**config.mk**
```make
export PLATFORM = sky130hd
export DESIGN_NAME = vga_timing_flat
export DESIGN_NICKNAME = d
export VERILOG_FILES = /design/src/rtl/vga_timing_if.sv /design/src/rtl/vga_timing.sv /design/src/flat_wrapper.sv
export SDC_FILE = /design/constraint.sdc
export NUM_CORES = 1
export LEC_CHECK = 0
export ABC_AREA = 1
export CAP_MARGIN = 10
export CORE_MARGIN = 5
export CORE_UTILIZATION = 50
export CTS_CLUSTER_DIAMETER = 100
export DETAILED_ROUTE_END_ITERATION = 7
export HOLD_SLACK_MARGIN = 0.12
export MAX_ROUTING_LAYER = met4
export PLACE_DENSITY = 0.75
export SKIP_LAST_GASP = 1
export SLEW_MARGIN = 20
export SYNTH_ARGS = -nofsm -noshare
export SYNTH_HDL_FRONTEND = slang
export SYNTH_SLANG_ARGS = --single-unit
export TNS_END_PERCENT = 10
```
**constraint.sdc**
```tcl
create_clock -name clk -period 5.5 [get_ports clk]
set_clock_uncertainty 0.15 [all_clocks]
set_input_delay 0.825 -clock clk [delete_from_list [all_inputs] [get_ports clk]]
set_output_delay 0.825 -clock clk [all_outputs]
set_load 0.01 [all_outputs]
```
**src/rtl/vga_timing_if.sv**
```systemverilog
`default_nettype none
// +----------------------------------------------------------------------------+
// | Module   : vga_timing_if                                                   |
// | Brief    : Bundle of pixel-enable, sync, coordinate, tile-address, pulse   |
// |            and interrupt signals between the VGA timing generator (master) |
// |            and its consumers (slave).                                      |
// | Revision : 1.0 - initial release                                           |
// +----------------------------------------------------------------------------+
interface vga_timing_if #(
  parameter int CNT_W  = 11,
  parameter int ADDR_W = 8
);
  logic              en;
  logic              irq_clr;
  logic              vga_HS;
  logic              vga_VS;
  logic              vga_DA;
  logic [CNT_W-1:0]  x;
  logic [CNT_W-1:0]  y;
  logic [ADDR_W-1:0] vaddr;
  logic              vaddr_valid;
  logic              line_start;
  logic              frame_start;
  logic              irq;

  // The timing generator consumes en/irq_clr and drives everything else.
  modport master (
    input  en, irq_clr,
    output vga_HS, vga_VS, vga_DA, x, y, vaddr, vaddr_valid,
           line_start, frame_start, irq
  );

  // A consumer of the timing (pixel pipeline, CPU interrupt logic).
  modport slave (
    output en, irq_clr,
    input  vga_HS, vga_VS, vga_DA, x, y, vaddr, vaddr_valid,
           line_start, frame_start, irq
  );
endinterface
`default_nettype wire

```
**src/rtl/vga_timing.sv**
```systemverilog
`default_nettype none
// +----------------------------------------------------------------------------+
// | Module   : vga_timing                                                      |
// | Brief    : VGA raster timing generator. Free-running h/v counters gated by |
// |            a pixel enable, registered sync/active-video/coordinate outputs,|
// |            tile-grid address generation, line/frame start pulses and an    |
// |            optional sticky vblank interrupt.                               |
// | Options  : define VGA_VBLANK_IRQ_EN to build the vblank interrupt;         |
// |            otherwise irq is tied low and irq_clr is ignored.               |
// | Revision : 1.0 - initial release                                           |
// +----------------------------------------------------------------------------+
module vga_timing #(
  parameter int H_ACTIVE   = 640,
  parameter int H_FP       = 16,
  parameter int H_SYNC     = 96,
  parameter int H_BP       = 48,
  parameter int V_ACTIVE   = 480,
  parameter int V_FP       = 10,
  parameter int V_SYNC     = 2,
  parameter int V_BP       = 33,
  parameter int CNT_W      = 11,
  parameter int HS_POL     = 0,
  parameter int VS_POL     = 0,
  parameter int TILE_SHIFT = 6,
  parameter int GRID_COLS  = 10,
  parameter int GRID_ROWS  = 8,
  parameter int ADDR_W     = 8,
  parameter int ADDR_BASE  = 128
) (
  input  wire logic    clk,
  input  wire logic    reset,
  vga_timing_if.master bus
);

  localparam int H_TOTAL = H_ACTIVE + H_FP + H_SYNC + H_BP;
  localparam int V_TOTAL = V_ACTIVE + V_FP + V_SYNC + V_BP;

  localparam logic [CNT_W-1:0]  c_ONE        = CNT_W'(1);
  localparam logic [CNT_W-1:0]  c_H_LAST     = CNT_W'(H_TOTAL - 1);
  localparam logic [CNT_W-1:0]  c_V_LAST     = CNT_W'(V_TOTAL - 1);
  localparam logic [CNT_W-1:0]  c_H_ACTIVE   = CNT_W'(H_ACTIVE);
  localparam logic [CNT_W-1:0]  c_V_ACTIVE   = CNT_W'(V_ACTIVE);
  localparam logic [CNT_W-1:0]  c_HS_START   = CNT_W'(H_ACTIVE + H_FP);
  localparam logic [CNT_W-1:0]  c_HS_END     = CNT_W'(H_ACTIVE + H_FP + H_SYNC);
  localparam logic [CNT_W-1:0]  c_VS_START   = CNT_W'(V_ACTIVE + V_FP);
  localparam logic [CNT_W-1:0]  c_VS_END     = CNT_W'(V_ACTIVE + V_FP + V_SYNC);
  localparam logic [CNT_W-1:0]  c_GRID_COLS  = CNT_W'(GRID_COLS);
  localparam logic [CNT_W-1:0]  c_GRID_ROWS  = CNT_W'(GRID_ROWS);
  localparam logic [ADDR_W-1:0] c_GRID_COLS_A = ADDR_W'(GRID_COLS);
  localparam logic [ADDR_W-1:0] c_ADDR_BASE  = ADDR_W'(ADDR_BASE);
  localparam logic              c_HS_ON      = (HS_POL != 0);
  localparam logic              c_VS_ON      = (VS_POL != 0);

  // Raster position counters
  logic [CNT_W-1:0] h_q, h_d;
  logic [CNT_W-1:0] v_q, v_d;
  logic             w_h_wrap;

  // Registered outputs and their next-state values
  logic              hs_q, hs_d;
  logic              vs_q, vs_d;
  logic              da_q, da_d;
  logic [CNT_W-1:0]  x_q, y_q;
  logic [ADDR_W-1:0] vaddr_q, vaddr_d;
  logic              valid_q, valid_d;
  logic              ls_q, ls_d;
  logic              fs_q, fs_d;
  logic              irq_q;

  // Tile decode helpers
  logic [CNT_W-1:0]  w_col;
  logic [CNT_W-1:0]  w_row;
  logic [ADDR_W-1:0] w_tile_addr;

  // Next raster position: h wraps every line, v steps only on the h wrap.
  always_comb begin
    w_h_wrap = (h_q == c_H_LAST);
    h_d      = w_h_wrap ? '0 : (h_q + c_ONE);
    v_d      = v_q;
    if (w_h_wrap) begin
      v_d = (v_q == c_V_LAST) ? '0 : (v_q + c_ONE);
    end
  end

  // Counter state; reset forces the origin even when the pixel enable is low.
  always_ff @(posedge clk) begin
    if (reset) begin
      h_q <= '0;
      v_q <= '0;
    end else if (bus.en) begin
      h_q <= h_d;
      v_q <= v_d;
    end
  end

  // Decode the current position into the values the outputs take next en-cycle.
  always_comb begin
    w_col       = h_q >> TILE_SHIFT;
    w_row       = v_q >> TILE_SHIFT;
    da_d        = (h_q < c_H_ACTIVE) && (v_q < c_V_ACTIVE);
    hs_d        = ((h_q >= c_HS_START) && (h_q < c_HS_END)) ? c_HS_ON : ~c_HS_ON;
    vs_d        = ((v_q >= c_VS_START) && (v_q < c_VS_END)) ? c_VS_ON : ~c_VS_ON;
    valid_d     = da_d && (w_col < c_GRID_COLS) && (w_row < c_GRID_ROWS);
    // Narrowing row/col before the arithmetic is harmless: the sum wraps modulo 2^ADDR_W anyway.
    w_tile_addr = c_ADDR_BASE + (ADDR_W'(w_row) * c_GRID_COLS_A) + ADDR_W'(w_col);
    vaddr_d     = valid_d ? w_tile_addr : c_ADDR_BASE;
    ls_d        = (h_q == '0);
    fs_d        = (h_q == '0) && (v_q == '0);
  end

  // Output registers; pulses are held along with everything else while en is low,
  // so a consumer qualifying them with en sees each pulse exactly once.
  always_ff @(posedge clk) begin
    if (reset) begin
      hs_q    <= ~c_HS_ON;
      vs_q    <= ~c_VS_ON;
      da_q    <= 1'b0;
      x_q     <= '0;
      y_q     <= '0;
      vaddr_q <= c_ADDR_BASE;
      valid_q <= 1'b0;
      ls_q    <= 1'b0;
      fs_q    <= 1'b0;
    end else if (bus.en) begin
      hs_q    <= hs_d;
      vs_q    <= vs_d;
      da_q    <= da_d;
      x_q     <= h_q;
      y_q     <= v_q;
      vaddr_q <= vaddr_d;
      valid_q <= valid_d;
      ls_q    <= ls_d;
      fs_q    <= fs_d;
    end
  end

`ifdef VGA_VBLANK_IRQ_EN
  logic w_irq_set;

  assign w_irq_set = bus.en && (h_q == '0) && (v_q == c_V_ACTIVE);

  // Sticky vblank flag; a set in the same cycle as a clear wins so no vblank is lost.
  always_ff @(posedge clk) begin
    if (reset) begin
      irq_q <= 1'b0;
    end else if (w_irq_set) begin
      irq_q <= 1'b1;
    end else if (bus.irq_clr) begin
      irq_q <= 1'b0;
    end
  end
`else
  logic w_unused_irq_clr;

  assign w_unused_irq_clr = bus.irq_clr;
  assign irq_q            = 1'b0;
`endif

  assign bus.vga_HS      = hs_q;
  assign bus.vga_VS      = vs_q;
  assign bus.vga_DA      = da_q;
  assign bus.x           = x_q;
  assign bus.y           = y_q;
  assign bus.vaddr       = vaddr_q;
  assign bus.vaddr_valid = valid_q;
  assign bus.line_start  = ls_q;
  assign bus.frame_start = fs_q;
  assign bus.irq         = irq_q;

endmodule
`default_nettype wire

```
**src/flat_wrapper.sv**
```systemverilog
// flat-port wrapper written by rule: the top's interface ports become plain ports
module vga_timing_flat 
#(
  parameter int H_ACTIVE   = 640,
  parameter int H_FP       = 16,
  parameter int H_SYNC     = 96,
  parameter int H_BP       = 48,
  parameter int V_ACTIVE   = 480,
  parameter int V_FP       = 10,
  parameter int V_SYNC     = 2,
  parameter int V_BP       = 33,
  parameter int CNT_W      = 11,
  parameter int HS_POL     = 0,
  parameter int VS_POL     = 0,
  parameter int TILE_SHIFT = 6,
  parameter int GRID_COLS  = 10,
  parameter int GRID_ROWS  = 8,
  parameter int ADDR_W     = 8,
  parameter int ADDR_BASE  = 128
)
  (clk, reset, bus_en, bus_irq_clr, bus_vga_HS, bus_vga_VS, bus_vga_DA, bus_x, bus_y, bus_vaddr, bus_vaddr_valid, bus_line_start, bus_frame_start, bus_irq);
  vga_timing_if #(.CNT_W(CNT_W), .ADDR_W(ADDR_W)) bus_i ();
  input  wire logic clk;
  input  wire logic reset;
  input wire logic [$bits(bus_i.en)-1:0] bus_en;
  input wire logic [$bits(bus_i.irq_clr)-1:0] bus_irq_clr;
  output wire logic [$bits(bus_i.vga_HS)-1:0] bus_vga_HS;
  output wire logic [$bits(bus_i.vga_VS)-1:0] bus_vga_VS;
  output wire logic [$bits(bus_i.vga_DA)-1:0] bus_vga_DA;
  output wire logic [$bits(bus_i.x)-1:0] bus_x;
  output wire logic [$bits(bus_i.y)-1:0] bus_y;
  output wire logic [$bits(bus_i.vaddr)-1:0] bus_vaddr;
  output wire logic [$bits(bus_i.vaddr_valid)-1:0] bus_vaddr_valid;
  output wire logic [$bits(bus_i.line_start)-1:0] bus_line_start;
  output wire logic [$bits(bus_i.frame_start)-1:0] bus_frame_start;
  output wire logic [$bits(bus_i.irq)-1:0] bus_irq;
  assign bus_i.en = bus_en;
  assign bus_i.irq_clr = bus_irq_clr;
  assign bus_vga_HS = bus_i.vga_HS;
  assign bus_vga_VS = bus_i.vga_VS;
  assign bus_vga_DA = bus_i.vga_DA;
  assign bus_x = bus_i.x;
  assign bus_y = bus_i.y;
  assign bus_vaddr = bus_i.vaddr;
  assign bus_vaddr_valid = bus_i.vaddr_valid;
  assign bus_line_start = bus_i.line_start;
  assign bus_frame_start = bus_i.frame_start;
  assign bus_irq = bus_i.irq;
  vga_timing #(.H_ACTIVE(H_ACTIVE), .H_FP(H_FP), .H_SYNC(H_SYNC), .H_BP(H_BP), .V_ACTIVE(V_ACTIVE), .V_FP(V_FP), .V_SYNC(V_SYNC), .V_BP(V_BP), .CNT_W(CNT_W), .HS_POL(HS_POL), .VS_POL(VS_POL), .TILE_SHIFT(TILE_SHIFT), .GRID_COLS(GRID_COLS), .GRID_ROWS(GRID_ROWS), .ADDR_W(ADDR_W), .ADDR_BASE(ADDR_BASE)) u_core (.clk(clk), .reset(reset), .bus(bus_i));
endmodule
```
==> reports/results.env, run 1 <==
CTS_NUM_SINKS=58
CTS_REPAIR_RESIZE_COUNT=0
SYNTH_EDF_COUNT=0
RSZ0062_AT_GRT='no'
CP.BUFFERS_INVERTERS=3
VIAS_IN_THE_FIRST_GLOBAL_ROUTE=2495
CAP_VIOL_MAX_COUNT=0
WORSTSETUPPATHTYPE='input port to flop'
VIA_TOTAL_AFTER_DETAILED_ROUTING=2770
YOSYS_WARNINGS=0
DPL.HPWL_MM=4.81
CLK-INSERTION-DELAY-LATE_NS=0.34
REPORT.POWER.TOTAL_uW=950
END_KIND='flop'
CRIT_PATH_CELL_TRACE='clkdlybuf4s50_1, buf_4, nand4_1, inv_1, nand2_1, o21ai_0, nor2_1'
ANTENNA-DIODE-COUNT=0
ROUTED_WIRELENGTH_MM=6.78
MIN_PERIOD_NS=2.90
PLACEMENTROWS=27
WORST_EP_REQUIRED_TIME_NS=5.57
STATUS='complete, no violations'
BIGGEST_AREA_CONTRIBUTORS_IN_THE_SYNTHESIZED_NETLIST='dfxtp_1 (40%), nand2_1 (13%), a21oi_1 (6.7%)'
FILLCELLCOUNT=498
GRT_MAX_DEGREE=50
ASYNC_RESET_FF_FRAC=0
TIMING.SLEW.HEADROOM=0.574
POWER_LEAKAGE_uW=0.00151
DRT_ITER0_DRC=293
SYNTH-MAIN-FF-CELL='dfxtp_1'
DESIGN.CORE.AREA_UM2=5570
GR-TOTAL-OVERFLOW=0
TOTALNEGATIVESETUPSLACK_NS=0
POST_DRT_VIA_CELL_RATIO=5.31
NUMPORTBUFFERS=38
YOSYSUNIQUECELLTYPES=33
START_UTIL=0.523
POWER.DENSITY_CELL_AREA_nW_PER_UM2=268
DIE_W_UM=86.3
GRT_FIRST_PASS_WIRELENGTH_MM=11.5
GRTUSAGETOTAL=0.201
WORST_CASE_CLOCK_BUFFER_DEPTH=2
REMAINING_DRC_ERRORS=0
WORST_PATH_DOMINANT_CELL_FAMILY='buffers and inverters'
CRITPATHSLOWESTCELL='clkdlybuf4s50_1'
MOSTFREQUENTLAYOUTCELL='nand2_1'
DETAIL-ROUTE-ANTENNA-NETS=0
DRT_PRE_ANTENNA_ITERS=4
WORST_EP_ARRIVAL_TIME_NS=2.97
HEIGHT_OF_THE_CHIP_UM=86.3
HOLD_VIOLATIONS=0
PATH_MAX_FANOUT=49
MAX_CLOCK_FREQ_MHz=344
SYNTH_AREA_LEADER='dfxtp_1'
AREAGROWTHSYNTHTOFINISH_PCT=21.9
FINAL_MIN_PERIOD_OVER_CLOCK_PERIOD=0.528
CTS-HTREE-LEVELS=3
POST_SYNTH_INSTANCE_AREA_UM2=2910
POSTCTSSETUPBUFFERS=0
YS_SEQ_AREA_FRAC=0.399
WL_PER_CELL_UM=13.0
DIEAREA_UM2=7450
COMMONEST_CELLS_AFTER_ROUTING_FILL_AND_TAPS_ASIDE='nand2_1 (101), dfxtp_1 (58), nor2_1 (40)'
GRT_ANTENNA_BEFORE_REPAIR=0
CLK_TRANSITION_REPORTED_PATHS_NS=0.07
SYNTH_NETS=429
CRIT_PATH_MAX_INCR_DELAY_NS=0.45
TIMING.FINAL.MAX_SLEW_VIOLATIONS=0
SYN_AREA_PER_CELL_UM2=7.12
HOLD_PATH.CLASS='flop to flop'
VDD.IR_DROP.WORST_mV=0.187
PROPORTION_OF_LAYOUT_CELLS_WITH_A_DRIVE_SUFFIX_ABOVE_1=0.0733
TIGHTEST_SLEW_NS=0.638
STARTPOINT_TYPE_OF_THE_WORST_SETUP_PATH='input port'
FINALSETUPVIOLCOUNT=0
PLACE_CONGESTION=0.905
SYN_INST=409
POST_CTS_HOLD_BUFFER_COUNT=0
TRITONCTS.NUM_BUFFERS=9
PIN_COUNT=41
CTS_TREE='built'
CTS-ROOT-BUF='clkbuf_8'
SYNTH_TOP_AREA_SHARE=0.399
REGISTER_BIT_TOTAL_FROM_SYNTHESIS=58
NUM-NETS-FINAL=465
-- sequential cells by signal, indices dropped and copies added (netlist names), 8 cells and up --
name,cells
u_core.v_q,11
u_core.bus.x,11
u_core.bus.y,11
u_core.h_q,11
u_core.bus.vaddr,8
-- stage by stage --
step / area (µm²) / instances / worst slack, ns / utilization / hold slack (ns)
final: 3550 / 522 / 2.60 / 0.637 / 0.314
after global routing: 3550 / 522 / 2.45 / 0.637 / 0.335
after CTS: 3550 / 522 / 2.62 / 0.637 / 0.315
after detailed placement: 3320 / 506 / 2.28 / 0.596 / 0.305
after global placement: 3320 / 506 / 2.29 / 0.596 / 0.302
after floorplan: 2910 / 409 / 3.31 / - / 0.316
-- area by class of cell --
class / count / area [µm²] / area share
Clock inverter: 4 / 73.8 / 0.0208
Tap cell: 72 / 90.1 / 0.0254
Multi-Input combinational cell: 296 / 1530 / 0.430
Inverter: 40 / 150 / 0.0423
Clock buffer: 12 / 155 / 0.0437
Sequential cell: 58 / 1160 / 0.327
Timing Repair Buffer: 40 / 395 / 0.111
-- cell usage after synthesis, drive strengths merged (2+ instances only) --
library cell and n:
clkbuf 7, or2 3, o21ai 26, inv 40, buf 8, dfxtp 58, fa 2, nand4 9
a21oi 39, nor3 12, nor2 44, ha 14, nand3 32, nand2 104, xor2 4
-- power by group --
group | switching [µW] | internal (µW)
Clock | 174 | 280
Sequential | 5.86 | 431
Combinational | 32.4 | 27.0
-- worst min-delay path, delay by kind of cell, from the launching register on --
family             cells  cell delay (ns)
DFF                    1             0.31
and+or+nand+nor        1             0.06
AOI/OAI and AO/OA      1             0.05
-- layer usage --
metal | part of all wire | vias up | global-route usage
li1 | - | 1410 | -
met1 | 0.47 | 1261 | 0.265
met2 | 0.45 | 85 | 0.293
met3 | 0.057 | 14 | 0.0447
met4 | 0.018 | 0 | 0.0935
met5 | 0 | - | -
-- cells by family after synthesis --
| group | after synthesis | synth area share |
|---|---|---|
| flops | 58 | 0.399 |
| simple gates | 205 | 0.310 |
| fa+ha+maj | 16 | 0.0739 |
| xor+xnor | 4 | 0.0120 |
| compound gates | 70 | 0.127 |
| other cells | 1 | 0.00129 |
| buf+inv | 55 | 0.0778 |
-- path summary, 6_finish.rpt --
kind | end | slack [ns] | start | cells after the start
worst max-delay path | u_core.v_q[2] | 2.60 | bus_en | 7
worst min-delay path | u_core.bus.vga_DA | 0.31 | u_core.bus.vga_DA | 2
worst max register to register | u_core.bus.vaddr[5] | 3.11 | u_core.v_q[7] | 8
worst min register to register | u_core.bus.vga_DA | 0.31 | u_core.bus.vga_DA | 2
No activity file was read; power rests on OpenSTA's default activity.
==> run 2: changes to the inputs <==
--- a/config.mk
+++ b/config.mk
@@ -8,12 +8,12 @@
 export ABC_AREA = 1
 export CAP_MARGIN = 10
 export CORE_MARGIN = 5
-export CORE_UTILIZATION = 50
+export CORE_UTILIZATION = 49
 export CTS_CLUSTER_DIAMETER = 100
 export DETAILED_ROUTE_END_ITERATION = 7
 export HOLD_SLACK_MARGIN = 0.12
 export MAX_ROUTING_LAYER = met4
-export PLACE_DENSITY = 0.75
+export PLACE_DENSITY = 0.77
 export SKIP_LAST_GASP = 1
 export SLEW_MARGIN = 20
 export SYNTH_ARGS = -nofsm -noshare
==> constraint.sdc (replaced) <==
create_clock -name clk -period 2.5 [get_ports clk]
set_clock_uncertainty 0.15 [all_clocks]
set_input_delay 0.375 -clock clk [delete_from_list [all_inputs] [get_ports clk]]
set_output_delay 0.375 -clock clk [all_outputs]
set_load 0.01 [all_outputs]
==> run 2 against run 1 <==
Compared with the run above: setup slack got worse by 2.3 ns; via count shrank 0.94%; critical path depth is 1 higher; die area is 1.8% higher; clock power increased by 130%; critical endpoint is now u_core.bus.vaddr[5]; largest power group unchanged; highest routed layer unchanged.
==> reports/results.env, run 2 (synthesis results as in run 1) <==
PIN_COUNT=41
RSZ0062_AT_GRT='no'
NUMPORTBUFFERS=38
WORST_EP_REQUIRED_TIME_NS=2.57
WORST_CASE_CLOCK_BUFFER_DEPTH=2
AREAGROWTHSYNTHTOFINISH_PCT=23.8
MIN_DELAY_PATH_DEPTH=2
GR-TOTAL-OVERFLOW=0
POWER.DENSITY_CELL_AREA_nW_PER_UM2=593
MAX_CLOCK_FREQ_MHz=457
GRT_MAX_DEGREE=37
TOTALNEGATIVESETUPSLACK_NS=0
CTS_TREE='built'
DPL.HPWL_MM=4.96
HEIGHT_OF_THE_CHIP_UM=87.1
WORST_EP_ARRIVAL_TIME_NS=2.25
TRITONCTS.NUM_BUFFERS=9
MOSTFREQUENTLAYOUTCELL='nand2_1'
STARTPOINT_TYPE_OF_THE_WORST_SETUP_PATH='flop'
TIGHTEST_SLEW_NS=0.580
HOLD_PATH_STARTPOINT='u_core.bus.x[0]'
FINAL_UTIL=0.616
CLK_TRANSITION_REPORTED_PATHS_NS=0.07
REG2REG_SLACK_NS=0.31
GRT_ANTENNA_BEFORE_REPAIR=0
CRIT_START='u_core.v_q[6]'
POSTCTSSETUPBUFFERS=0
START_UTIL=0.498
TOTAL_AREA_OF_MULTI_INPUT_COMBINATIONAL_CELLS_UM2=1530
HOLD_PATH.CLASS='flop to flop'
HOLD_VIOLATIONS=0
FINALSETUPVIOLCOUNT=0
ROUTED_WIRELENGTH_MM=6.97
REMAINING_DRC_ERRORS=0
REG2REG_START='u_core.v_q[6]'
REPORT.POWER.TOTAL_uW=2140
WORSTSETUPPATHTYPE='flop to flop'
VIAS_IN_THE_FIRST_GLOBAL_ROUTE=2579
COMMONEST_CELLS_AFTER_ROUTING_FILL_AND_TAPS_ASIDE='nand2_1 (101), dfxtp_1 (58), nor2_1 (40)'
RR_WORST_DEPTH=8
TIMING.RR.END='u_core.bus.vaddr[5]'
CTS_NUM_SINKS=58
DRT_PRE_ANTENNA_ITERS=5
PLACEMENTROWS=28
GRT_FIRST_PASS_WIRELENGTH_MM=11.8
TIMING.FINAL.MAX_SLEW_VIOLATIONS=0
DIEAREA_UM2=7590
CTS-ROOT-BUF='clkbuf_8'
VIA_TOTAL_AFTER_DETAILED_ROUTING=2744
REGAREA_UM2=1160
HOLD-PATH-ENDPOINT='u_core.bus.x[0]'
TIMING.SLEW.HEADROOM=0.613
PLACE_CONGESTION=0.908
GRTUSAGETOTAL=0.203
POST_DRT_VIA_CELL_RATIO=5.17
END_KIND='flop'
PATH_MAX_FANOUT=7
DRT_ITER0_DRC=183
DETAIL-ROUTE-ANTENNA-NETS=0
ANTENNA-DIODE-COUNT=0
NUM-NETS-FINAL=471
FINAL_MIN_PERIOD_OVER_CLOCK_PERIOD=0.875
CLK-INSERTION-DELAY-LATE_NS=0.34
VDD.IR_DROP.WORST_mV=0.478
FILLCELLCOUNT=521
WL_PER_CELL_UM=13.1
STATUS='complete, no violations'
PROPORTION_OF_LAYOUT_CELLS_WITH_A_DRIVE_SUFFIX_ABOVE_1=0.0833
CAP_VIOL_MAX_COUNT=0
POWER_LEAKAGE_uW=0.00154
CTS-HTREE-LEVELS=3
CTS_REPAIR_RESIZE_COUNT=0
MIN_PERIOD_NS=2.19
DIE_W_UM=87.1
DESIGN.CORE.AREA_UM2=5850
POST_CTS_HOLD_BUFFER_COUNT=0
-- run 2: area by class of cell --
| type | instances | share of cell area |
|---|---|---|
| multi-input cells | 296 | 0.423 |
| flip-flops and latches | 58 | 0.322 |
| repair buffers | 46 | 0.122 |
| inverters | 40 | 0.0417 |
| clock buffers | 11 | 0.0364 |
| clock inverters | 5 | 0.0285 |
| well taps | 75 | 0.0260 |
-- run 2: stage by stage --
step | hold WS [ns] | setup slack, ns | instance area [µm²] | instances
5_1_grt | 0.336 | 0.158 | 3600 | 531
2_1_floorplan | 0.316 | 0.314 | 2910 | 409
6_report | 0.313 | 0.313 | 3600 | 531
3_5_place_dp | 0.304 | 0.311 | 3370 | 515
3_3_place_gp | 0.301 | 0.340 | 3370 | 515
4_1_cts | 0.315 | 0.298 | 3600 | 531
-- run 2: worst max-delay path, stage by stage, from the launching register on --
cell and delay [ns]:
dfxtp_1 0.49, ha_1 0.20, ha_1 0.23, ha_1 0.35, a21oi_1 0.15, nand2_1 0.09
or2_2 0.28, nand3_1 0.08, a21oi_1 0.05
-- run 2: power by group --
group / leakage, µW / total (µW) / internal [µW] / switching [µW]
sequential: 0.000472 / 962 / 949 / 13.8
clock: 0.000114 / 1040 / 661 / 382
combinational: 0.000951 / 134 / 61.4 / 72.4
-- run 2: worst max path at each step --
stage	end
after CTS	u_core.bus.vaddr[5]
after floorplan	u_core.bus.vaddr[5]
after detailed placement	u_core.bus.vaddr[5]
after global placement	u_core.bus.vaddr[5]
final	u_core.bus.vaddr[5]
after global routing	u_core.bus.vaddr[7]
-- run 2: layer usage --
metal,wire [µm],share of wire,track usage,vias to the layer above
met5,0,0,-,-
met4,135,0.019,0.0837,0
met3,421,0.060,0.0464,10
met2,3170,0.46,0.309,83
met1,3240,0.47,0.260,1236
li1,-,-,-,1415
==> run 3: changes to the inputs <==
--- a/config.mk
+++ b/config.mk
@@ -9,7 +9,6 @@
 export CAP_MARGIN = 10
 export CORE_MARGIN = 5
 export CORE_UTILIZATION = 49
-export CTS_CLUSTER_DIAMETER = 100
 export DETAILED_ROUTE_END_ITERATION = 7
 export HOLD_SLACK_MARGIN = 0.12
 export MAX_ROUTING_LAYER = met4
==> results of run 3 <==
Final layout, timing and power as in run 2 (identical DEF).
